$ cat src/rtl/count_ctrl_pkg.sv
// Shared opcodes, state encoding and command-word field layout for the photon-counter controller.
package count_ctrl_pkg;

  localparam int unsigned OP_W = 4;

  localparam logic [OP_W-1:0] OP_ABORT    = 4'd0;
  localparam logic [OP_W-1:0] OP_START    = 4'd1;
  localparam logic [OP_W-1:0] OP_SET_GATE = 4'd2;
  localparam logic [OP_W-1:0] OP_READ     = 4'd3;
  localparam logic [OP_W-1:0] OP_STOP     = 4'd4;

  localparam logic [2:0] ST_IDLE  = 3'd0;
  localparam logic [2:0] ST_CLEAR = 3'd1;
  localparam logic [2:0] ST_COUNT = 3'd2;
  localparam logic [2:0] ST_DONE  = 3'd3;
  localparam logic [2:0] ST_READ  = 3'd4;

  // Opcode occupies the top OP_W bits of the command word.
  function automatic int unsigned op_lsb(input int unsigned cmd_w);
    return cmd_w - OP_W;
  endfunction

endpackage

$ cat src/rtl/tick_prescaler.sv
// Free-running divider: one-cycle tick every TICK_DIV enabled cycles, restartable via clr_i.
module tick_prescaler #(
  parameter int unsigned TICK_DIV = 1000
) (
  input  logic clk_i,
  input  logic rst_i,
  input  logic clr_i,
  input  logic en_i,
  output logic tick_o
);

  localparam int unsigned CW = (TICK_DIV > 1) ? $clog2(TICK_DIV) : 1;
  localparam logic [CW-1:0] LAST = CW'(TICK_DIV - 1);

  logic [CW-1:0] cnt_d, cnt_q;

  always_comb begin
    cnt_d = cnt_q;
    if (clr_i) begin
      cnt_d = '0;
    end else if (en_i) begin
      cnt_d = (cnt_q == LAST) ? '0 : cnt_q + 1'b1;
    end
  end

  assign tick_o = en_i && (cnt_q == LAST);

  always_ff @(posedge clk_i) begin
    if (rst_i) begin
      cnt_q <= '0;
    end else begin
      cnt_q <= cnt_d;
    end
  end

endmodule

$ cat src/rtl/count_controller.sv
// Command decoder and gate sequencer for the N-channel photon counter bank.
module count_controller
  import count_ctrl_pkg::*;
#(
  parameter int unsigned CMD_W    = 16,
  parameter int unsigned N_CH     = 4,
  parameter int unsigned TICK_DIV = 1000,
  localparam int unsigned RCH_W   = (N_CH > 1) ? $clog2(N_CH) : 1
) (
  input  logic             CLK,
  input  logic             RST,
  input  logic [CMD_W-1:0] RX_DATA,
  input  logic             RX_VALID,
  input  logic             TX_ACK,
  output logic             COUNT_CLR,
  output logic             COUNT_EN,
  output logic             END_COUNT,
  output logic             READ_DATA,
  output logic [RCH_W-1:0] READ_CH,
  output logic             CMD_ERR,
  output logic [2:0]       STATE
);

  localparam int unsigned ARG_W  = CMD_W - OP_W;
  localparam int unsigned TCNT_W = ARG_W + $clog2(TICK_DIV);
  localparam int unsigned OP_LSB = op_lsb(CMD_W);
  localparam logic [ARG_W:0] NCH_LIM = (ARG_W + 1)'(N_CH);

  logic [OP_W-1:0]   rx_op;
  logic [ARG_W-1:0]  rx_arg;
  logic              cmd_abort, cmd_start, cmd_set_gate, cmd_read, cmd_stop;
  logic              tick, expire, presc_clr, presc_en;

  logic [2:0]        state_d, state_q;
  logic [ARG_W-1:0]  gate_d, gate_q;
  logic [TCNT_W-1:0] tick_cnt_d, tick_cnt_q;
  logic [RCH_W-1:0]  read_ch_d, read_ch_q;
  logic              count_clr_d, count_clr_q;
  logic              count_en_d, count_en_q;
  logic              end_count_d, end_count_q;
  logic              read_data_d, read_data_q;
  logic              cmd_err_d, cmd_err_q;

  assign rx_op  = RX_DATA[OP_LSB +: OP_W];
  assign rx_arg = RX_DATA[ARG_W-1:0];

  assign cmd_abort    = RX_VALID && (rx_op == OP_ABORT);
  assign cmd_start    = RX_VALID && (rx_op == OP_START);
  assign cmd_set_gate = RX_VALID && (rx_op == OP_SET_GATE);
  assign cmd_read     = RX_VALID && (rx_op == OP_READ);
  assign cmd_stop     = RX_VALID && (rx_op == OP_STOP);

  assign presc_clr = (state_q == ST_CLEAR);
  assign presc_en  = (state_q == ST_COUNT);

  tick_prescaler #(
    .TICK_DIV(TICK_DIV)
  ) u_prescaler (
    .clk_i (CLK),
    .rst_i (RST),
    .clr_i (presc_clr),
    .en_i  (presc_en),
    .tick_o(tick)
  );

  assign expire = tick && (tick_cnt_q == TCNT_W'(1));

  always_comb begin
    state_d     = state_q;
    gate_d      = gate_q;
    tick_cnt_d  = tick_cnt_q;
    read_ch_d   = read_ch_q;
    count_clr_d = 1'b0;
    count_en_d  = 1'b0;
    end_count_d = 1'b0;
    read_data_d = 1'b0;
    cmd_err_d   = 1'b0;

    if (cmd_abort) begin
      state_d = ST_IDLE;
    end else begin
      unique case (state_q)
        ST_IDLE: begin
          if (cmd_start) begin
            state_d     = ST_CLEAR;
            count_clr_d = 1'b1;
          end else if (cmd_set_gate) begin
            gate_d = rx_arg;
          end else if (RX_VALID) begin
            cmd_err_d = 1'b1;
          end
        end
        ST_CLEAR: begin
          cmd_err_d = RX_VALID;
          if (gate_q != '0) begin
            state_d    = ST_COUNT;
            count_en_d = 1'b1;
            tick_cnt_d = TCNT_W'(gate_q);
          end else begin
            state_d     = ST_DONE;
            end_count_d = 1'b1;
          end
        end
        ST_COUNT: begin
          // Expiry wins; a coincident STOP merges into the same END_COUNT.
          if (expire) begin
            state_d     = ST_DONE;
            end_count_d = 1'b1;
            tick_cnt_d  = '0;
            cmd_err_d   = RX_VALID && !cmd_stop;
          end else if (cmd_stop) begin
            state_d     = ST_DONE;
            end_count_d = 1'b1;
          end else begin
            count_en_d = 1'b1;
            cmd_err_d  = RX_VALID;
            if (tick) begin
              tick_cnt_d = tick_cnt_q - 1'b1;
            end
          end
        end
        ST_DONE: begin
          if (cmd_read) begin
            if ({1'b0, rx_arg} < NCH_LIM) begin
              state_d     = ST_READ;
              read_ch_d   = rx_arg[RCH_W-1:0];
              read_data_d = 1'b1;
            end else begin
              cmd_err_d = 1'b1;
            end
          end else if (cmd_start) begin
            state_d     = ST_CLEAR;
            count_clr_d = 1'b1;
          end else if (cmd_set_gate) begin
            gate_d = rx_arg;
          end else if (RX_VALID) begin
            cmd_err_d = 1'b1;
          end
        end
        ST_READ: begin
          cmd_err_d = RX_VALID;
          if (TX_ACK) begin
            state_d = ST_DONE;
          end else begin
            read_data_d = 1'b1;
          end
        end
        default: begin
          state_d = ST_IDLE;
        end
      endcase
    end
  end

  always_ff @(posedge CLK) begin
    if (RST) begin
      state_q     <= ST_IDLE;
      gate_q      <= '0;
      tick_cnt_q  <= '0;
      read_ch_q   <= '0;
      count_clr_q <= 1'b0;
      count_en_q  <= 1'b0;
      end_count_q <= 1'b0;
      read_data_q <= 1'b0;
      cmd_err_q   <= 1'b0;
    end else begin
      state_q     <= state_d;
      gate_q      <= gate_d;
      tick_cnt_q  <= tick_cnt_d;
      read_ch_q   <= read_ch_d;
      count_clr_q <= count_clr_d;
      count_en_q  <= count_en_d;
      end_count_q <= end_count_d;
      read_data_q <= read_data_d;
      cmd_err_q   <= cmd_err_d;
    end
  end

  assign STATE     = state_q;
  assign READ_CH   = read_ch_q;
  assign COUNT_CLR = count_clr_q;
  assign COUNT_EN  = count_en_q;
  assign END_COUNT = end_count_q;
  assign READ_DATA = read_data_q;
  assign CMD_ERR   = cmd_err_q;

endmodule

$ cat config.mk
export PLATFORM = sky130hd
export DESIGN_NAME = count_controller
export DESIGN_NICKNAME = d
export VERILOG_FILES = /design/src/rtl/count_ctrl_pkg.sv /design/src/rtl/tick_prescaler.sv /design/src/rtl/count_controller.sv
export SDC_FILE = /design/constraint.sdc
export NUM_CORES = 1
export LEC_CHECK = 0
export ABC_AREA = 1
export CAP_MARGIN = 20
export CORE_ASPECT_RATIO = 1.1
export CORE_MARGIN = 8
export CORE_UTILIZATION = 30
export CTS_CLUSTER_SIZE = 16
export DETAILED_ROUTE_END_ITERATION = 8
export PLACE_DENSITY_LB_ADDON = 0.12
export SYNTH_ARGS = -nofsm -noshare
export SYNTH_HDL_FRONTEND = slang
export SYNTH_SLANG_ARGS = --single-unit
$ cat constraint.sdc
create_clock -name CLK -period 1.6 [get_ports CLK]
set_input_delay 0.32 -clock CLK [delete_from_list [all_inputs] [get_ports CLK]]
set_output_delay 0.32 -clock CLK [all_outputs]
set_load 0.02 [all_outputs]
==> impl_metrics.csv <==
group,metric,value,unit
layout,nets,713,
timing,worst-slew-pin-transition,0.2859,ns
timing,final-setup-viol-count,11,
placement,pre_cts_ws,-0.3529,ns
clock_tree,cts_buffer_depth,2,
critical_path,worstSetupStartpointType,"flip-flop",
die,initial_core_util,30.80,%
route,drc,0,
placement,placed_area,4453,um^2
clock_tree,cts_made_buffers,5,
timing,fmax,613.8,MHz
layout,area_growth,54.74,%
power,p_leak,2.612,nW
layout,drive_gt1_share,32.56,%
die,die_w,117.1,um
timing,finalClockSkew,0.008836,ns
global_route,grt_max_degree,20,
global_route,grt_usage,13.60,%
status,violations,"negative setup slack",
power,max-vdd-ir-drop,0.5220,mV
global_route,grt_pass1_wl,16420,um
timing,period_needed,1.629,ns
timing,rsz0062_at_grt,"yes",
synth,synthTopCellsByArea,"dfxtp_1 32%, nand2_1 16%, nor2_1 15%",
critical_path,crit_fanout,7,
synth,ys_seq_elements,54,
clock_tree,clockRootBuffer,"clkbuf_16",
die,fp.dieArea,14910,um^2
status,status,"complete, but fails checks",
route,dr.pass1.iters,6,
critical_path,cp-end-kind,"flip-flop",
route,num_vias,3817,
synth,yosysSeqAreaShare,32.02,%
clock_tree,htreeDepth,2,
synth,syn-cell-area,3376,um^2
clock_tree,path_clk_slew,0.08,ns
synth,yosys_warnings,0,
route,ant_nets,0,
critical_path,timing_worst_setup_path_type,"flip-flop to flip-flop",
power,power_density,1253,nW/um^2
placement,io_buffers,29,
layout,antenna_cells,0,
timing,period_share,101.8,%
min_path,min_path_type,"flip-flop to flip-flop",
die,io_pins,30,
die,core_area,10960,um^2
synth,synth_top_area_cell,"dfxtp_1",
placement,place.gp.congestion,0.8021,
critical_path,crit_required,1.80,ns
timing,setup_ws,-0.02916,ns
route,wire_per_inst,12.23,um
flow_run,maxCapViolCount,0,
clock_tree,clock-sinks,54,
route,first_iter_violations,140,
synth,synth.top_cell.area_share,32.02,%
timing,timing.slew.headroom,80.91,%
layout,final_core_util,47.66,%
synth,syn_inst,567,
synth,syn-num-nets,590,
timing,final_hold_viol_count,0,
synth,avgSynthCellArea,5.954,um^2
global_route,grt_pass1_vias,3585,
synth,synth_ff_type,"dfxtp_1",
synth,ys_types,32,
synth,async_reset_ff_share,0,%
critical_path,critPathArrivalTime,1.83,ns
synth,synth_most_common_cell,"nand2_1",
die,die_y,127.3,um
route,drt-vias-per-instance,4.555,
synth,synth_common_cells,"143 x nand2_1, 133 x nor2_1, 71 x inv_1",
clock_tree,clk-insertion-delay-late,0.30,ns
layout,postLayoutCellArea,5224,um^2
placement,placed_cells,814,
route,drt_wl_total,10250,um
global_route,gr-total-overflow,0,
global_route,antenna_found_initial,0,
die,num_rows,40,
clock_tree,cts_tree,"done",
timing,drv_slew,0,
placement,hpwl,7427,um
synth,synth_edf_count,0,
layout,layout.cells.non_filler,838,
-- worst paths after layout --
| kind | from | to | slack [ns] | depth (start not counted) |
|---|---|---|---|---|
| worst max-delay path | u_prescaler.cnt_q[1]$_SDFFE_PP0P_ | tick_cnt_q[4]$_SDFFE_PP0P_ | -0.03 | 11 |
| worst max register to register | u_prescaler.cnt_q[1]$_SDFFE_PP0P_ | tick_cnt_q[4]$_SDFFE_PP0P_ | -0.03 | 11 |
| worst min-delay path | gate_q[0]$_SDFFE_PP0P_ | gate_q[0]$_SDFFE_PP0P_ | 0.46 | 2 |
| worst min register to register | gate_q[0]$_SDFFE_PP0P_ | gate_q[0]$_SDFFE_PP0P_ | 0.46 | 2 |
-- layout make-up --
cell class | instances | area, um^2
fillers | 1149 | 5737
clock buffers | 5 | 125.1
flip-flops and latches | 54 | 1096
clock inverters | 3 | 25.02
multi-input cells | 424 | 2305
inverters | 74 | 277.8
repair buffers | 131 | 1211
well taps | 147 | 183.9
-- power by group --
| part | switching (mW) | internal [mW] | total, mW |
|---|---|---|---|
| clock | 0.553 | 0.591 | 1.14 |
| sequential | 0.121 | 1.49 | 1.61 |
| combinational | 2.09 | 1.70 | 3.79 |
| total | 2.76 | 3.78 | 6.54 |
-- flip-flops by register name, summed over array words and instances, names as in the netlist --
register,cells
tick_cnt_q,22
gate_q,12
u_prescaler.cnt_q,10
STATE,3
READ_CH,2
CMD_ERR,1
COUNT_CLR,1
COUNT_EN,1
END_COUNT,1
READ_DATA,1
-- stage by stage --
| stage | hold WS [ns] | setup TNS [ns] | power, mW |
|---|---|---|---|
| floorplan | 0.4368 | 0 | 3.563 |
| global placement | 0.4538 | -10.41 | 4.748 |
| global route | 0.4887 | -2.423 | 7.067 |
| CTS | 0.4661 | -0.2127 | 6.268 |
| finish | 0.4623 | -0.1179 | 6.544 |
| detailed placement | 0.4537 | -11.51 | 4.774 |
-- metal layers --
layer  GRT usage [%]  routed length [um]
met5               0                   0
met4           3.620                 113
met3           2.733                 318
met2           23.99                5197
met1           16.16                4623
-- critical path, stage by stage (launching register included) --
cell,delay [ns]
dfxtp_2,0.36
ha_4,0.17
nand2_2,0.07
nor2_2,0.13
nand3_2,0.11
nor2_4,0.14
nand2_4,0.10
buf_8,0.15
nand3_1,0.07
nand2_1,0.07
nor2_2,0.10
nor2_1,0.04
-- repair_timing --
item | in CTS | in global routing
hold buffers | 0 | 0
cloned | 4 | 1
endpoints found under the setup margin | 26 | 50
setup buffers | 7 | 5
gates resized for setup | 57 | 70
pin swaps | 7 | 34
-- logic make-up after synthesis --
group / after synthesis / share of synthesized area [%]
AO/OA/AOI/OAI: 42 / 6.486
XOR/XNOR: 13 / 3.373
adder cells (fa/ha/maj): 3 / 1.112
buffers and inverters: 89 / 10.79
flip-flops: 54 / 32.02
AND/OR/NAND/NOR: 366 / 46.22
-- cells in the final DEF, fill, tap and decap left out, types with 2 or more instances in the layout --
cell type,n
nand3_4,3
ha_4,3
inv_2,6
a21oi_1,21
nand3b_1,2
buf_12,3
inv_1,68
dfxtp_2,12
dfxtp_1,42
nor2_2,27
dlygate4sd2_1,4
dlymetal6s2s_1,4
nand2_2,28
buf_16,4
buf_4,91
clkbuf_16,6
nor2_1,97
nand4_1,8
nor3_2,3
clkdlybuf4s50_1,21
nand2_4,4
o21ai_0,16
nor2_4,17
nand2_1,124
a211oi_1,3
nand3_2,9
nand3_1,32
xor2_1,13
nor3_1,4
nor3b_1,2
buf_6,2
Power figures use the tool's default switching activity.
